### config.mk
export PLATFORM = sky130hd
export DESIGN_NAME = shot_controller_flat
export DESIGN_NICKNAME = d
export VERILOG_FILES = /design/src/rtl/shot_controller_if.sv /design/src/rtl/shot_controller.sv /design/src/flat_wrapper.sv
export SDC_FILE = /design/constraint.sdc
export NUM_CORES = 1
export LEC_CHECK = 0
export ABC_AREA = 1
export CAP_MARGIN = 20
export CORE_MARGIN = 5
export CORE_UTILIZATION = 32
export CTS_CLUSTER_SIZE = 20
export DETAILED_ROUTE_END_ITERATION = 10
export DONT_BUFFER_PORTS = 1
export PLACE_DENSITY = 0.44
export SYNTH_ARGS = -nofsm -noshare
export SYNTH_HDL_FRONTEND = slang
export SYNTH_SLANG_ARGS = --single-unit
export TNS_END_PERCENT = 5
### constraint.sdc
create_clock -name Clk -period 2.63 [get_ports Clk]
set_input_delay 0.3945 -clock Clk [delete_from_list [all_inputs] [get_ports Clk]]
set_output_delay 0.3945 -clock Clk [all_outputs]
set_load 0.005 [all_outputs]
### src/rtl/shot_controller_if.sv
// Bus between the game logic and the projectile pool: frame pulse, keyboard,
// player position, collision clears, VGA scan position and pool status.
interface shot_controller_if #(
  parameter int NUM_SHOTS = 4
);
  logic                 frame_clk;
  logic [7:0]           keycode;
  logic [9:0]           player_x;
  logic [NUM_SHOTS-1:0] hit;
  logic [9:0]           DrawX;
  logic [9:0]           DrawY;
  logic                 is_shot;
  logic [NUM_SHOTS-1:0] shot_active;
  logic [7:0]           shots_fired;

  modport slave (
    input  frame_clk, keycode, player_x, hit, DrawX, DrawY,
    output is_shot, shot_active, shots_fired
  );

  modport master (
    output frame_clk, keycode, player_x, hit, DrawX, DrawY,
    input  is_shot, shot_active, shots_fired
  );
endinterface

### src/rtl/shot_controller.sv
// Projectile pool with fire cooldown, per-frame upward motion and pixel test.
// Define SHOT_AUTOFIRE_EN to let a held fire key relaunch after each cooldown.
module shot_controller #(
  parameter int         NUM_SHOTS       = 4,
  parameter logic [7:0] FIRE_KEY        = 8'd44,
  parameter logic [9:0] SHOT_Y_START    = 10'd432,
  parameter logic [9:0] SHOT_STEP       = 10'd4,
  parameter logic [9:0] SHOT_W          = 10'd2,
  parameter logic [9:0] SHOT_H          = 10'd6,
  parameter logic [3:0] COOLDOWN_FRAMES = 4'd8
) (
  input  logic              Clk,
  input  logic              Reset,
  shot_controller_if.slave  bus
);

  typedef enum logic [1:0] {READY, COOLDOWN, WAIT_RELEASE} state_t;

  state_t               state;
  logic [3:0]           cooldown;
  logic [7:0]           fired_cnt;
  logic [NUM_SHOTS-1:0] active;
  logic [9:0]           shot_x [NUM_SHOTS];
  logic [9:0]           shot_y [NUM_SHOTS];

  logic                 frame_clk_p0;
  logic                 frame_tick_p1;

  logic                 key_fire;
  logic                 expiring;
  logic                 fire_ok;
  logic                 fire;
  logic                 found;
  logic [NUM_SHOTS-1:0] launch_sel;
  logic                 launch;
  logic                 pix_hit;

  // True when pos lies in [base, base+len-1]; 11-bit math keeps the edge from wrapping.
  function automatic logic in_span(input logic [9:0] pos, input logic [9:0] base,
                                   input logic [9:0] len);
    return ({1'b0, pos} >= {1'b0, base}) && ({1'b0, pos} < ({1'b0, base} + {1'b0, len}));
  endfunction

  // Stage p0/p1: frame_clk history and rising-edge tick.
  always_ff @(posedge Clk or posedge Reset) begin
    if (Reset) begin
      frame_clk_p0  <= 1'b0;
      frame_tick_p1 <= 1'b0;
    end else begin
      frame_clk_p0  <= bus.frame_clk;
      frame_tick_p1 <= bus.frame_clk & ~frame_clk_p0;
    end
  end

  // The tick on which the cooldown runs out counts as the first ready tick in autofire.
  always_comb begin
    key_fire = (bus.keycode == FIRE_KEY);
    expiring = (state == COOLDOWN) && (cooldown <= 4'd1);
`ifdef SHOT_AUTOFIRE_EN
    fire_ok  = (state == READY) || expiring;
`else
    fire_ok  = (state == READY);
`endif
    fire       = frame_tick_p1 && key_fire && fire_ok;
    found      = 1'b0;
    launch_sel = '0;
    for (int i = 0; i < NUM_SHOTS; i++) begin
      if (!found && !active[i] && !bus.hit[i]) begin
        launch_sel[i] = fire;
        found         = 1'b1;
      end
    end
    launch = |launch_sel;
  end

  always_ff @(posedge Clk or posedge Reset) begin
    if (Reset) begin
      state     <= READY;
      cooldown  <= 4'd0;
      fired_cnt <= 8'd0;
    end else if (frame_tick_p1) begin
      if (launch) begin
        cooldown  <= COOLDOWN_FRAMES;
        fired_cnt <= fired_cnt + 8'd1;
        state     <= COOLDOWN;
      end else begin
        case (state)
          READY: state <= READY;
          COOLDOWN: begin
            if (expiring) begin
              cooldown <= 4'd0;
`ifdef SHOT_AUTOFIRE_EN
              state    <= READY;
`else
              state    <= key_fire ? WAIT_RELEASE : READY;
`endif
            end else begin
              cooldown <= cooldown - 4'd1;
            end
          end
          WAIT_RELEASE: if (!key_fire) state <= READY;
          default: state <= READY;
        endcase
      end
    end
  end

  // A hit wins over both launch and motion; slots about to underflow retire instead.
  always_ff @(posedge Clk or posedge Reset) begin
    if (Reset) begin
      active <= '0;
      for (int i = 0; i < NUM_SHOTS; i++) begin
        shot_x[i] <= 10'd0;
        shot_y[i] <= 10'd0;
      end
    end else begin
      for (int i = 0; i < NUM_SHOTS; i++) begin
        if (bus.hit[i]) begin
          active[i] <= 1'b0;
        end else if (launch_sel[i]) begin
          active[i] <= 1'b1;
          shot_x[i] <= bus.player_x;
          shot_y[i] <= SHOT_Y_START;
        end else if (frame_tick_p1 && active[i]) begin
          if (shot_y[i] < SHOT_STEP) active[i] <= 1'b0;
          else                       shot_y[i] <= shot_y[i] - SHOT_STEP;
        end
      end
    end
  end

  always_comb begin
    pix_hit = 1'b0;
    for (int i = 0; i < NUM_SHOTS; i++) begin
      if (active[i] && in_span(bus.DrawX, shot_x[i], SHOT_W) &&
          in_span(bus.DrawY, shot_y[i], SHOT_H))
        pix_hit = 1'b1;
    end
  end

  assign bus.is_shot     = pix_hit;
  assign bus.shot_active = active;
  assign bus.shots_fired = fired_cnt;

endmodule

### src/flat_wrapper.sv
// flat-port wrapper written by rule: the top's interface ports become plain ports
module shot_controller_flat 
#(
  parameter int         NUM_SHOTS       = 4,
  parameter logic [7:0] FIRE_KEY        = 8'd44,
  parameter logic [9:0] SHOT_Y_START    = 10'd432,
  parameter logic [9:0] SHOT_STEP       = 10'd4,
  parameter logic [9:0] SHOT_W          = 10'd2,
  parameter logic [9:0] SHOT_H          = 10'd6,
  parameter logic [3:0] COOLDOWN_FRAMES = 4'd8
)
  (Clk, Reset, bus_frame_clk, bus_keycode, bus_player_x, bus_hit, bus_DrawX, bus_DrawY, bus_is_shot, bus_shot_active, bus_shots_fired);
  shot_controller_if #(.NUM_SHOTS(NUM_SHOTS)) bus_i ();
  input  logic Clk;
  input  logic Reset;
  input wire logic [$bits(bus_i.frame_clk)-1:0] bus_frame_clk;
  input wire logic [$bits(bus_i.keycode)-1:0] bus_keycode;
  input wire logic [$bits(bus_i.player_x)-1:0] bus_player_x;
  input wire logic [$bits(bus_i.hit)-1:0] bus_hit;
  input wire logic [$bits(bus_i.DrawX)-1:0] bus_DrawX;
  input wire logic [$bits(bus_i.DrawY)-1:0] bus_DrawY;
  output wire logic [$bits(bus_i.is_shot)-1:0] bus_is_shot;
  output wire logic [$bits(bus_i.shot_active)-1:0] bus_shot_active;
  output wire logic [$bits(bus_i.shots_fired)-1:0] bus_shots_fired;
  assign bus_i.frame_clk = bus_frame_clk;
  assign bus_i.keycode = bus_keycode;
  assign bus_i.player_x = bus_player_x;
  assign bus_i.hit = bus_hit;
  assign bus_i.DrawX = bus_DrawX;
  assign bus_i.DrawY = bus_DrawY;
  assign bus_is_shot = bus_i.is_shot;
  assign bus_shot_active = bus_i.shot_active;
  assign bus_shots_fired = bus_i.shots_fired;
  shot_controller #(.NUM_SHOTS(NUM_SHOTS), .FIRE_KEY(FIRE_KEY), .SHOT_Y_START(SHOT_Y_START), .SHOT_STEP(SHOT_STEP), .SHOT_W(SHOT_W), .SHOT_H(SHOT_H), .COOLDOWN_FRAMES(COOLDOWN_FRAMES)) u_core (.Clk(Clk), .Reset(Reset), .bus(bus_i));
endmodule
# --- Word level (Yosys, flattened, before mapping) ---
# Cells that the tools add are included.
totals:
  ff_bits: 100
  latch_bits: 0
  ram_bits: 0
  mem_bits_ro: 0
  input_bits: 45
  output_inout_bits: 13
  wordCells: 185
  memories: 0
op_classes:
  add_sub_neg: 14
  multipliers: 0
  n_div: 0
  n_lt_le_gt_ge: 21
  eq_ne: 9
  shift: 0
  mux: 47
  n_bitwise: 6
  n_reduce_logical: 71
op_table:
  columns: ["op", "n"]
  rows:
  - ["$mux W10", 12]
  - ["$lt A10 B11 Y1", 8]
  - ["$ge A10 B10 Y1", 8]
  - ["$add A10 B2 Y11 const B", 4]
  - ["$add A10 B3 Y11 const B", 4]
  - ["$lt A10 B3 Y1 const B", 4]
  - ["$sub A10 B3 Y10 const B", 4]
  - ["$logic_and A1 B1 Y1", 30]
  - ["$mux W1", 27]
  - ["$reduce_bool A3 Y1", 8]
  - ["$reduce_and A2 Y1", 10]
  - ["$reduce_and A3 Y1", 5]
  - ["$mux W4", 3]
  - ["$logic_not A1 Y1", 11]
  - ["$reduce_bool A2 Y1", 5]
  - ["$add A8 B1 Y8 const B", 1]
  - ["$eq A8 B6 Y1 const B", 1]
  - ["$mux W2", 4]
  - ["$ne A2 B1 Y1 const B", 4]
  - ["$not A1 Y1", 5]
  - ["$le A4 B1 Y1 const B", 1]
  - ["$pmux W2 S2", 1]
  - ["$reduce_or A4 Y1", 1]
  - ["$sub A4 B1 Y4 const B", 1]
  - ["other kinds (6)", 6]

# --- Logic depth before layout (Yosys ltp) ---
# Gate-level depths: netlist (run 1).
logic_depth:
  ltp_word: 18
  depth_mapped: 15
  mapped_depth_nobuf: 15

# --- Worst setup path before layout (run 1) ---
# Ideal clock, no wire load.
synth_timing:
  path_type: "flip-flop to output port"
  from: "register u_core.shot_y[4] (netlist name)"
  to: "output port bus_is_shot"
  t_arrival_ns: 1.952
  required_time_ns: 2.236
  setup_slack_ns: 0.283
  stages_incl_launch_ff: 14
  path_buffers: 0
  path_cell_list: "dfrtp_1 > inv_1 > nor3_1 > nand3_1 > nor3_1 > xor2_1 > ha_1 > nand3b_1 > nand2_1 > nor2_1 > nand3_1 > nor2_1 > nor2_1 > nand2_1"
synth_via:
  elab_chain_cells: 5
  elab_cells_between_ends: 6
synth_lines:
  columns: ["item", "line", "rtl"]
  rows:
  - ["from (decl)", "shot_controller.sv:24", "logic [9:0] shot_y [NUM_SHOTS];"]
  - ["from (signal, indexed assignment)", "shot_controller.sv:126", "else shot_y[i] <= shot_y[i] - SHOT_STEP;"]
  - ["$add A10 B3 Y11", "shot_controller.sv:41", "return ({1'b0, pos} >= {1'b0, base}) && ({1'b0, pos} < ({1'b0, base} + {1'b0, len}));"]
  - ["$lt A10 B11 Y1", "shot_controller.sv:41", null]
  - ["$logic_and A1 B1 Y1 *", "shot_controller.sv:41", null]
  - ["$logic_and A1 B1 Y1 *", "shot_controller.sv:135", "if (active[i] && in_span(bus.DrawX, shot_x[i], SHOT_W) &&"]
  - ["$mux W1 *", "shot_controller.sv:135", null]
  - ["to (decl)", "flat_wrapper.sv:22", "output wire logic [$bits(bus_i.is_shot)-1:0] bus_is_shot;"]
# Mark *: on every way between the ends. The rest lies on a longest branch, timed or not.

# --- Worst setup path in the final report (run 1) ---
layout_timing:
  from: "register u_core.shot_y[13] (netlist name)"
  to: "output port bus_is_shot"
layout_via:
  elab_chain_cells: 6
  elab_cells_between_ends: 7
layout_lines:
  columns: ["item", "line"]
  rows:
  - ["$add A10 B3 Y11", "shot_controller.sv:41"]
  - ["$lt A10 B11 Y1", "shot_controller.sv:41"]
  - ["$logic_and A1 B1 Y1 *", "shot_controller.sv:41"]
  - ["$logic_and A1 B1 Y1 *", "shot_controller.sv:135"]
  - ["$mux W1 * (2 in series)", "shot_controller.sv:135"]
# Marked as above.

==> results of run 1 <==
-- power breakdown --
group / internal, mW / switching, mW / total [mW]
registers: 1.44 / 0.0259 / 1.47
logic: 0.236 / 0.329 / 0.565
clock network: 0.724 / 0.631 / 1.35
total: 2.40 / 0.986 / 3.39
-- per-layer routing --
layer  vias up  GRT usage (%)  wire (µm)
met1      3649           21.8      12100
met2        90           28.9      12300
met4         0           4.06        324
met5         -              0          0
li1       4228              -          -
met3        19           1.94        636
-- kinds of logic (layout without fill, tap and decap cells) --
family	Yosys count	in the layout	share of synthesized area, %
and+or+nand+nor	567	567	27.0
buffers and inverters	203	287	8.74
AOI/OAI and AO/OA	157	157	9.82
adders and majority gates	155	155	21.7
DFF	92	92	25.8
xor gates and xnor gates	71	71	6.96
-- state kept, by name, summed over array words and instances, names as in the netlist --
register / count
u_core.shot_x: 40
u_core.cooldown: 4
u_core.frame_clk_p0: 1
u_core.shot_y: 32
u_core.frame_tick_p1: 1
u_core.bus.shot_active: 4
u_core.state: 2
u_core.bus.shots_fired: 8
-- Yosys cell counts (4+ instances only) --
| master | count | share of area, % |
|---|---|---|
| nand2_1 | 277 | 12 |
| o21ai_1 | 4 | 0.22 |
| o211ai_1 | 6 | 0.50 |
| nand4_1 | 22 | 1.5 |
| a21o_1 | 11 | 0.92 |
| ha_1 | 155 | 22 |
| nand3_1 | 95 | 5.3 |
| o21ai_0 | 80 | 4.5 |
| o21a_1 | 7 | 0.59 |
| clkbuf_1 | 8 | 0.34 |
| nor2_1 | 132 | 5.5 |
| inv_1 | 187 | 7.9 |
| nor4_1 | 4 | 0.28 |
| dfrtp_1 | 92 | 26 |
| nand3b_1 | 11 | 0.92 |
| nor3_1 | 19 | 1.1 |
| xor2_1 | 61 | 6.0 |
| xnor2_1 | 10 | 0.98 |
| a21oi_1 | 40 | 2.2 |
-- worst paths after layout --
kind                                startpoint                         to  slack (ns)
max in group asynchronous                Reset           u_core.shot_y[2]        2.02
hold / removal                           Reset  u_core.bus.shots_fired[3]     -0.0003
setup reg to reg             u_core.shot_y[13]          u_core.shot_y[14]        0.59
min in group Clk                 bus_frame_clk        u_core.frame_clk_p0        0.06
setup / recovery             u_core.shot_y[13]                bus_is_shot       -0.33
hold reg to reg            u_core.frame_clk_p0       u_core.frame_tick_p1        0.40
-- placed cells by master (no fill, tap or decap), drive strengths merged, types with 3 or more instances in the layout --
cell type  count
nand3b        11
nand3         95
nor4           4
a21o          11
xor2          61
nand2        279
o21bai         3
clkbuf        12
buf           81
inv          188
nor3          21
ha           155
o211ai         6
nor2         134
clkinvlp       4
a21oi         40
nand4         22
o21a           7
dfrtp         92
xnor2         10
o21ai         87
-- area by class of cell --
type / count / area (µm²)
clock buffer: 12 / 267
clock inverter: 4 / 31.3
fill: 2995 / 17300
inverter: 190 / 717
multi-input combinational: 950 / 6020
sequential: 92 / 2300
tap: 378 / 473
timing repair buffer: 81 / 637
-- per-stage QoR --
step,std cells,power [mW]
4_1_cts,1701,3.45
5_1_grt,1707,3.61
3_5_place_dp,1675,2.06
2_1_floorplan,1245,1.90
6_report,1707,3.39
3_3_place_gp,1675,2.05
-- repair_timing --
item	4_1_cts	5_1_grt
hold buffers	0	0
pin swaps	16	23
cloned	0	0
setup buffers	10	6
resized for setup	24	17
endpoints found under the setup margin	1	1
==> results.json, run 1 <==
{
  "status": "finished with violations",
  "failed_checks": "negative hold slack, negative setup slack",
  "relSlewSlack_pct": 52.7,
  "dpl_cell_area_mm2": 0.00986,
  "initial_core_util_pct": 32.3,
  "worstPathCellList": "inv_1 > nor4_4 > nand2_2 > nor3_2 > xor2_1 > ha_1 > nand2_2 > o21ai_0 > nor2_1 > nand3_1 > nor2_2 > nor2_1 > nand2_1",
  "path_delay_family": "simple AND/OR/NAND/NOR gates",
  "diodes": 0,
  "grt_pass1_vias": 7825,
  "min_period_over_period_pct": 113,
  "hold_path_class": "input port to asynchronous set/reset pin",
  "rsz0062_at_grt": "true",
  "core-area_mm2": 0.0277,
  "io-pin-count": 58,
  "drt-total-wl_mm": 25.4,
  "p_leak_nw": 5.28,
  "cts_tree": "built",
  "ys_types": 35,
  "grt_antenna_before_repair": 0,
  "track_usage_pct": 16.5,
  "fin_area_mm2": 0.0104,
  "cp_slowest_stage_delay_ns": 0.39,
  "critPathSlowestCell": "dfrtp_1",
  "setup_violations": 1,
  "htree_levels": 3,
  "seq_area_frac_synth_pct": 25.8,
  "syn_area_mm2": 0.00894,
  "worst-path-buf-inv": 1,
  "end_kind": "output port",
  "fin_ws_ns": -0.332,
  "synthToLayoutAreaGrowth_pct": 16.9,
  "worstSetupStartpointType": "register",
  "synth-async-reset-ratio_pct": 100,
  "nets": 1524,
  "vias": 7986,
  "insertion_delay_ns": 0.36,
  "syn_avg_cell_area_um2": 7.18,
  "die_area_mm2": 0.0314,
  "crit_type": "register to output port",
  "fin_tns_setup_ns": -0.332,
  "via_per_inst": 4.68,
  "hold_violations": 1,
  "drtPass1Iterations": 5,
  "cts_root_buffer": "clkbuf_16",
  "grt_max_degree": 35,
  "path_clk_slew_ns": 0.07,
  "antenna_left": 0,
  "remaining_drc_errors": 0,
  "clockBufferDepth": 2,
  "fp.dieW_um": 177,
  "critical_path_depth": 13,
  "clkSinkCount": 92,
  "grt_overflow": 0,
  "fmax_mhz": 338,
  "p_per_area_mw_per_mm2": 324,
  "final_core_util_pct": 37.7,
  "max_cap_viol_count": 0,
  "worst_slew_pin_slew_ns": 0.708,
  "whs_ns": -0.000262,
  "wire_per_inst_um": 14.9,
  "synth_edf_count": 0,
  "portBuffers": 0,
  "die_h_um": 177,
  "dp_slack_ns": -0.0558,
  "arrival_ns": 2.57,
  "crit_required_ns": 2.24,
  "dp_hpwl_mm": 19.9,
  "cp_max_fo": 3,
  "finClkSkew_ns": 0.00617,
  "syn_nets": 1445,
  "drive_above_1_share_pct": 10.8,
  "ys_ff_latch": 92,
  "rr_worst_depth": 10,
  "grt_pass1_wl_mm": 41.0,
  "gp_congestion": 0.823,
  "rows": 61,
  "yosysWarnings": 0,
  "cts_made_buffers": 9,
  "ys.flop_type": "dfrtp_1",
  "maxSlewViolCount": 0,
  "synth_cells": 1245,
  "min_period_ns": 2.96,
  "drtIter0Drc": 283,
  "peakVddDrop_uv": 249
}
(Power assumes the default switching activity.)
==> run 2, diff against run 1 <==
--- a/config.mk
+++ b/config.mk
@@ -13,6 +13,7 @@
 export DETAILED_ROUTE_END_ITERATION = 10
 export DONT_BUFFER_PORTS = 1
 export PLACE_DENSITY = 0.44
+export REMOVE_ABC_BUFFERS = 1
 export SYNTH_ARGS = -nofsm -noshare
 export SYNTH_HDL_FRONTEND = slang
 export SYNTH_SLANG_ARGS = --single-unit
==> results.json, run 2 (same netlist as run 1, synthesis figures left out) <==
{
  "status": "finished with violations",
  "failed_checks": "negative setup slack",
  "min_period_ns": 2.88,
  "fin_ws_ns": -0.253,
  "dp_hpwl_mm": 19.9,
  "p_per_area_mw_per_mm2": 336,
  "wire_per_inst_um": 14.9,
  "htree_levels": 3,
  "die_area_mm2": 0.0314,
  "use_met3_pct": 2.20,
  "grt_pass1_wl_mm": 40.4,
  "switching_share_pct": 27.4,
  "maxSlewViolCount": 0,
  "antenna_left": 0,
  "drt-total-wl_mm": 25.0,
  "worstSetupStartpointType": "register",
  "grt_antenna_before_repair": 0,
  "grt_overflow": 0,
  "p_int_mw": 2.50,
  "worstPathCellList": "inv_1 > nor4_2 > nand2_1 > nor3_1 > xor2_1 > ha_1 > nand2_1 > o21ai_0 > nor2_1 > nand3_1 > nor2_1 > nor2_1 > nand2_2",
  "rows": 61,
  "crit_type": "register to output port",
  "min_period_over_period_pct": 110,
  "cts_tree": "built",
  "portBuffers": 0,
  "rr_worst_depth": 10,
  "relSlewSlack_pct": 55.2,
  "drtIter0Drc": 353,
  "layout_commonest_cell": "nand2_1",
  "worst_slew_pin_slew_ns": 0.672,
  "synthToLayoutAreaGrowth_pct": 14.7,
  "critPathSlowestCell": "dfrtp_1",
  "grt_pass1_vias": 7518,
  "core-area_mm2": 0.0277,
  "max_cap_viol_count": 0,
  "path_clk_slew_ns": 0.07,
  "comb_power_share_pct": 16.0,
  "rsz0062_at_grt": "true",
  "layout_common_cells": "nand2_1, inv_1, ha_1, nor2_1, dfrtp_1",
  "drtPass1Iterations": 4,
  "die_h_um": 177,
  "nets": 1501,
  "gp_congestion": 0.788,
  "hold_path_class": "input port to asynchronous set/reset pin",
  "finClkSkew_ns": 0.00903,
  "setup_violations": 1,
  "cpMostUsedCell": "nor2_1",
  "insertion_delay_ns": 0.35,
  "cp_slowest_stage_delay_ns": 0.38,
  "remaining_drc_errors": 0,
  "use_met2_pct": 26.9,
  "grt_busiest_layer": "met2",
  "use_met1_pct": 22.9,
  "hold_violations": 0,
  "cp_max_fo": 3,
  "end_kind": "output port",
  "peakVddDrop_uv": 246,
  "p_leak_nw": 5.18,
  "arrival_ns": 2.49,
  "cts_made_buffers": 9,
  "dpl_cell_area_mm2": 0.00976,
  "cts_root_buffer": "clkbuf_16",
  "dp.cells": 1663,
  "fillerInstances": 3018,
  "vias": 7781,
  "drive_above_1_share_pct": 9.13,
  "largest_register_ff_count": 40,
  "clock_power_share_pct": 41.2,
  "top_register": "u_core.shot_x",
  "stdcell_count": 1682,
  "initial_core_util_pct": 32.3,
  "track_usage_pct": 16.3,
  "pwr-share-seq_pct": 42.8,
  "fp.dieW_um": 177,
  "power.switching_uw": 941,
  "diodes": 0,
  "io-pin-count": 58,
  "crit_required_ns": 2.24,
  "grt_max_degree": 50,
  "fmax_mhz": 347,
  "p_total_mw": 3.44,
  "via_per_inst": 4.63,
  "fin_area_mm2": 0.0102,
  "clkSinkCount": 92,
  "clockBufferDepth": 2
}
==> run 2: cell types whose count changed in the layout (fill, tap and decap cells not counted), sizes merged <==
| cell | delta |
|---|---|
| bufinv | +2 |
| clkinvlp | -3 |
| clkinv | +1 |
| clkbuf | -2 |
| buf | -23 |
==> run 2: layer usage <==
metal / wire (µm) / vias up
met5: 0 / -
met4: 218 / 0
met3: 708 / 11
met2: 11400 / 69
met1: 12700 / 3538
li1: - / 4163
==> run 2: path summary, 6_finish.rpt <==
kind                       slack (ns)                 from                         to
max                             -0.25    u_core.shot_y[12]                bus_is_shot
min                             0.009                Reset  u_core.bus.shots_fired[4]
max reg2reg                      0.53    u_core.shot_y[12]          u_core.shot_y[14]
min reg2reg                      0.40  u_core.frame_clk_p0       u_core.frame_tick_p1
max in group asynchronous        1.97                Reset           u_core.shot_x[2]
min in group Clk                 0.07        bus_frame_clk        u_core.frame_clk_p0
==> run 2: area by class of cell <==
class	instances	area [µm²]	share of cell area, %
clock buffers	10	229	2.23
clock inverters	4	76.3	0.745
inverters	190	716	6.98
multi-input cells	950	6000	58.6
flip-flops and latches	92	2310	22.5
well taps	378	473	4.61
repair buffers	58	448	4.37
==> run 2: critical path: cells and delay by family, from the launching register on <==
kind	cells	cell delay [ns]
xor+xnor	1	0.19
fa+ha+maj	1	0.26
simple gates	9	1.15
buf+inv	1	0.08
compound gates	1	0.08
flops	1	0.38
==> run 2: metrics by stage <==
step	worst slack, ns	TNS, ns	hold WS, ns	util (%)
2_1_floorplan	-0.156	-14.39	0.376	-
3_3_place_gp	-0.0169	-0.0169	0.381	35.2
3_5_place_dp	-0.0165	-0.0165	0.387	35.2
4_1_cts	-0.318	-0.318	0.0422	36.5
5_1_grt	-0.478	-0.478	0.0478	37.0
6_report	-0.253	-0.253	0.00865	37.0
==> run 2: power by group through the flow <==
stage	logic (mW)	clock network (mW)	registers [mW]
finish	0.550	1.42	1.47
global route	0.654	1.51	1.48
CTS	0.557	1.46	1.47
detailed placement	0.551	0	1.50
global placement	0.541	0	1.50
floorplan	0.400	0	1.50
==> run 2: timing repair <==
| item | CTS | global route |
|---|---|---|
| pin swaps | 1 | 14 |
| gates resized for setup | 12 | 26 |
| buffers inserted | 0 | 5 |
| hold buffers | 0 | 0 |
| endpoints found under the setup margin | 1 | 1 |
==> run 3, diff against run 2 <==
--- a/config.mk
+++ b/config.mk
@@ -5,7 +5,6 @@
 export SDC_FILE = /design/constraint.sdc
 export NUM_CORES = 1
 export LEC_CHECK = 0
-export ABC_AREA = 1
 export CAP_MARGIN = 20
 export CORE_MARGIN = 5
 export CORE_UTILIZATION = 32
==> results.json, run 3 <==
{
  "reg2reg_to": "u_core.shot_y[9]",
  "cts_root_buffer": "clkbuf_16",
  "rr_startpoint": "u_core.shot_y[2]",
  "rows": 58,
  "dpl_cell_area_mm2": 0.00934,
  "max_cap_viol_count": 0,
  "yosysTopAreaCell": "dfrtp_1",
  "htree_levels": 3,
  "clkSinkCount": 92,
  "finClkSkew_ns": 0.00726,
  "failed_checks": "negative hold slack, negative setup slack",
  "min_period_ns": 3.20,
  "hold_violations": 3,
  "synth_cells": 919,
  "nets": 1232,
  "grt_pass1_wl_mm": 37.5,
  "worstSetupStartpoint": "u_core.shot_y[12]",
  "portBuffers": 0,
  "power.switching_uw": 923,
  "grt_antenna_before_repair": 0,
  "synth_most_common_cell": "ha_1",
  "final_core_util_pct": 38.9,
  "syn_area_mm2": 0.00808,
  "switching_share_pct": 27.3,
  "clockBufferDepth": 2,
  "cts_made_buffers": 9,
  "crit_type": "register to output port",
  "seq_area_frac_synth_pct": 28.5,
  "via_per_inst": 4.93,
  "grt_overflow": 0,
  "status": "finished with violations",
  "clock_power_share_pct": 40.2,
  "fin_area_mm2": 0.00973,
  "die_area_mm2": 0.0285,
  "p_per_area_mw_per_mm2": 347,
  "cp_max_fo": 4,
  "comb_power_share_pct": 16.3,
  "fin_ws_ns": -0.572,
  "synthTopCellsByCount": "ha_1, nand2_1, dfrtp_1, inv_1, xnor2_1",
  "ys.flop_type": "dfrtp_1",
  "rr_worst_depth": 9,
  "path_clk_slew_ns": 0.07,
  "syn_avg_cell_area_um2": 8.79,
  "rsz0062_at_grt": "true",
  "hold_buffers": 0,
  "hold_path_class": "input port to asynchronous set/reset pin",
  "diodes": 0,
  "setup_violations": 1,
  "fillerInstances": 2634,
  "drive_above_1_share_pct": 16.1,
  "relSlewSlack_pct": 55.5,
  "drtIter0Drc": 270,
  "crit_required_ns": 2.24,
  "initial_core_util_pct": 32.3,
  "yosysWarnings": 0,
  "pwr-share-seq_pct": 43.6,
  "vias": 6744,
  "drt-total-wl_mm": 23.4,
  "worst_slew_pin_slew_ns": 0.661,
  "synth_edf_count": 0,
  "drtPass1Iterations": 4,
  "grt_pass1_vias": 6839,
  "remaining_drc_errors": 0,
  "p_leak_nw": 4.64,
  "top_register": "u_core.shot_x",
  "layout_common_cells": "ha_1, buf_4, nand2_1, dfrtp_1, inv_1",
  "fp.dieW_um": 169,
  "dp_hpwl_mm": 18.3,
  "fmax_mhz": 312,
  "rrSetupSlack_ns": 0.25,
  "synthToLayoutAreaGrowth_pct": 20.5,
  "die_h_um": 169,
  "worstSetupStartpointType": "register",
  "maxSlewViolCount": 0,
  "io-pin-count": 58,
  "track_usage_pct": 16.9,
  "whs_ns": -0.00714,
  "grt_max_degree": 47,
  "arrival_ns": 2.81,
  "insertion_delay_ns": 0.36,
  "synth_area_leaders": "dfrtp_1, ha_1, xnor2_1, nand2_1, inv_1",
  "cp-endpoint": "bus_is_shot",
  "layout_commonest_cell": "ha_1",
  "p_int_mw": 2.45,
  "antenna_left": 0,
  "ys_types": 64,
  "ys_ff_latch": 92,
  "gp_congestion": 0.826,
  "min_period_over_period_pct": 122,
  "wire_per_inst_um": 17.1,
  "largest_register_ff_count": 40,
  "synth_top_area_share_pct": 28.5,
  "cts_tree": "built",
  "core-area_mm2": 0.0250,
  "peakVddDrop_uv": 232,
  "end_kind": "output port",
  "synth-async-reset-ratio_pct": 100
}
## run 3: metrics by stage
step	hold WS (ns)	TNS [ns]	std cells	setup slack, ns	total power, mW
3_3_place_gp	0.382	-0.340	1348	-0.340	2.04
3_5_place_dp	0.388	-0.359	1348	-0.359	2.04
2_1_floorplan	0.378	-14.50	902	-0.156	1.87
5_1_grt	0.0380	-0.736	1367	-0.736	3.59
6_report	-0.00714	-0.572	1367	-0.572	3.37
4_1_cts	0.0245	-0.583	1366	-0.583	3.44
## run 3: what timing repair did
| action | 4_1_cts | 5_1_grt |
|---|---|---|
| setup endpoints to repair | 1 | 1 |
| buffers inserted | 2 | 1 |
| resized for setup | 15 | 4 |
| pin swaps | 4 | 1 |
## run 3: cell type report
cell class                      count  area [µm²]  area share, %
Inverter                           87         329           3.38
Clock inverter                      6        65.1          0.669
Clock buffer                       10         229           2.35
Multi-Input combinational cell    723        5480           56.3
Timing Repair Buffer              119         918           9.44
Sequential cell                    92        2300           23.7
Tap cell                          330         413           4.24
## run 3: worst max-delay path: stages (launching register included)
cell       delay [ns]
dfrtp_1          0.40
ha_2             0.21
nand3_2          0.10
xnor2_1          0.14
ha_2             0.17
or4_1            0.46
o2111ai_1        0.09
a21o_1           0.11
a32oi_1          0.05
buf_4            0.16
nor4_4           0.21
o2bb2ai_2        0.15
a211o_1          0.18
## run 3: kinds of logic after synthesis
kind of cell	Yosys count	share of synthesized area [%]
muxes	1	0.139
xor gates and xnor gates	81	8.78
and+or+nand+nor	285	17.6
buffers and inverters	104	4.89
adders and majority gates	155	24.0
AOI/OAI and AO/OA	201	16.1
DFF	92	28.5
## run 3: worst min-delay path by stage
stage                        startpoint  slack (ns)  cells past startpoint                         to
floorplan           u_core.frame_clk_p0        0.38                      1       u_core.frame_tick_p1
global placement    u_core.frame_clk_p0        0.38                      1       u_core.frame_tick_p1
detailed placement  u_core.frame_clk_p0        0.39                      1       u_core.frame_tick_p1
CTS                               Reset        0.02                      1  u_core.bus.shots_fired[7]
global route                      Reset        0.04                      1  u_core.bus.shots_fired[5]
finish                            Reset      -0.007                      1           u_core.shot_x[1]
## run 3: power groups by stage
stage,clock network [mW],logic (mW),registers [mW]
2_1_floorplan,0,0.369,1.50
4_1_cts,1.41,0.558,1.47
3_5_place_dp,0,0.544,1.50
6_report,1.36,0.549,1.47
5_1_grt,1.47,0.645,1.47
3_3_place_gp,0,0.540,1.50
## run 3: per-layer routing
layer	global-route usage [%]	vias up	wire [µm]
met1	22.8	3136	11000
met3	2.76	18	1160
met2	28.0	83	10900
met4	4.41	0	325
li1	-	3507	-
met5	0	-	0
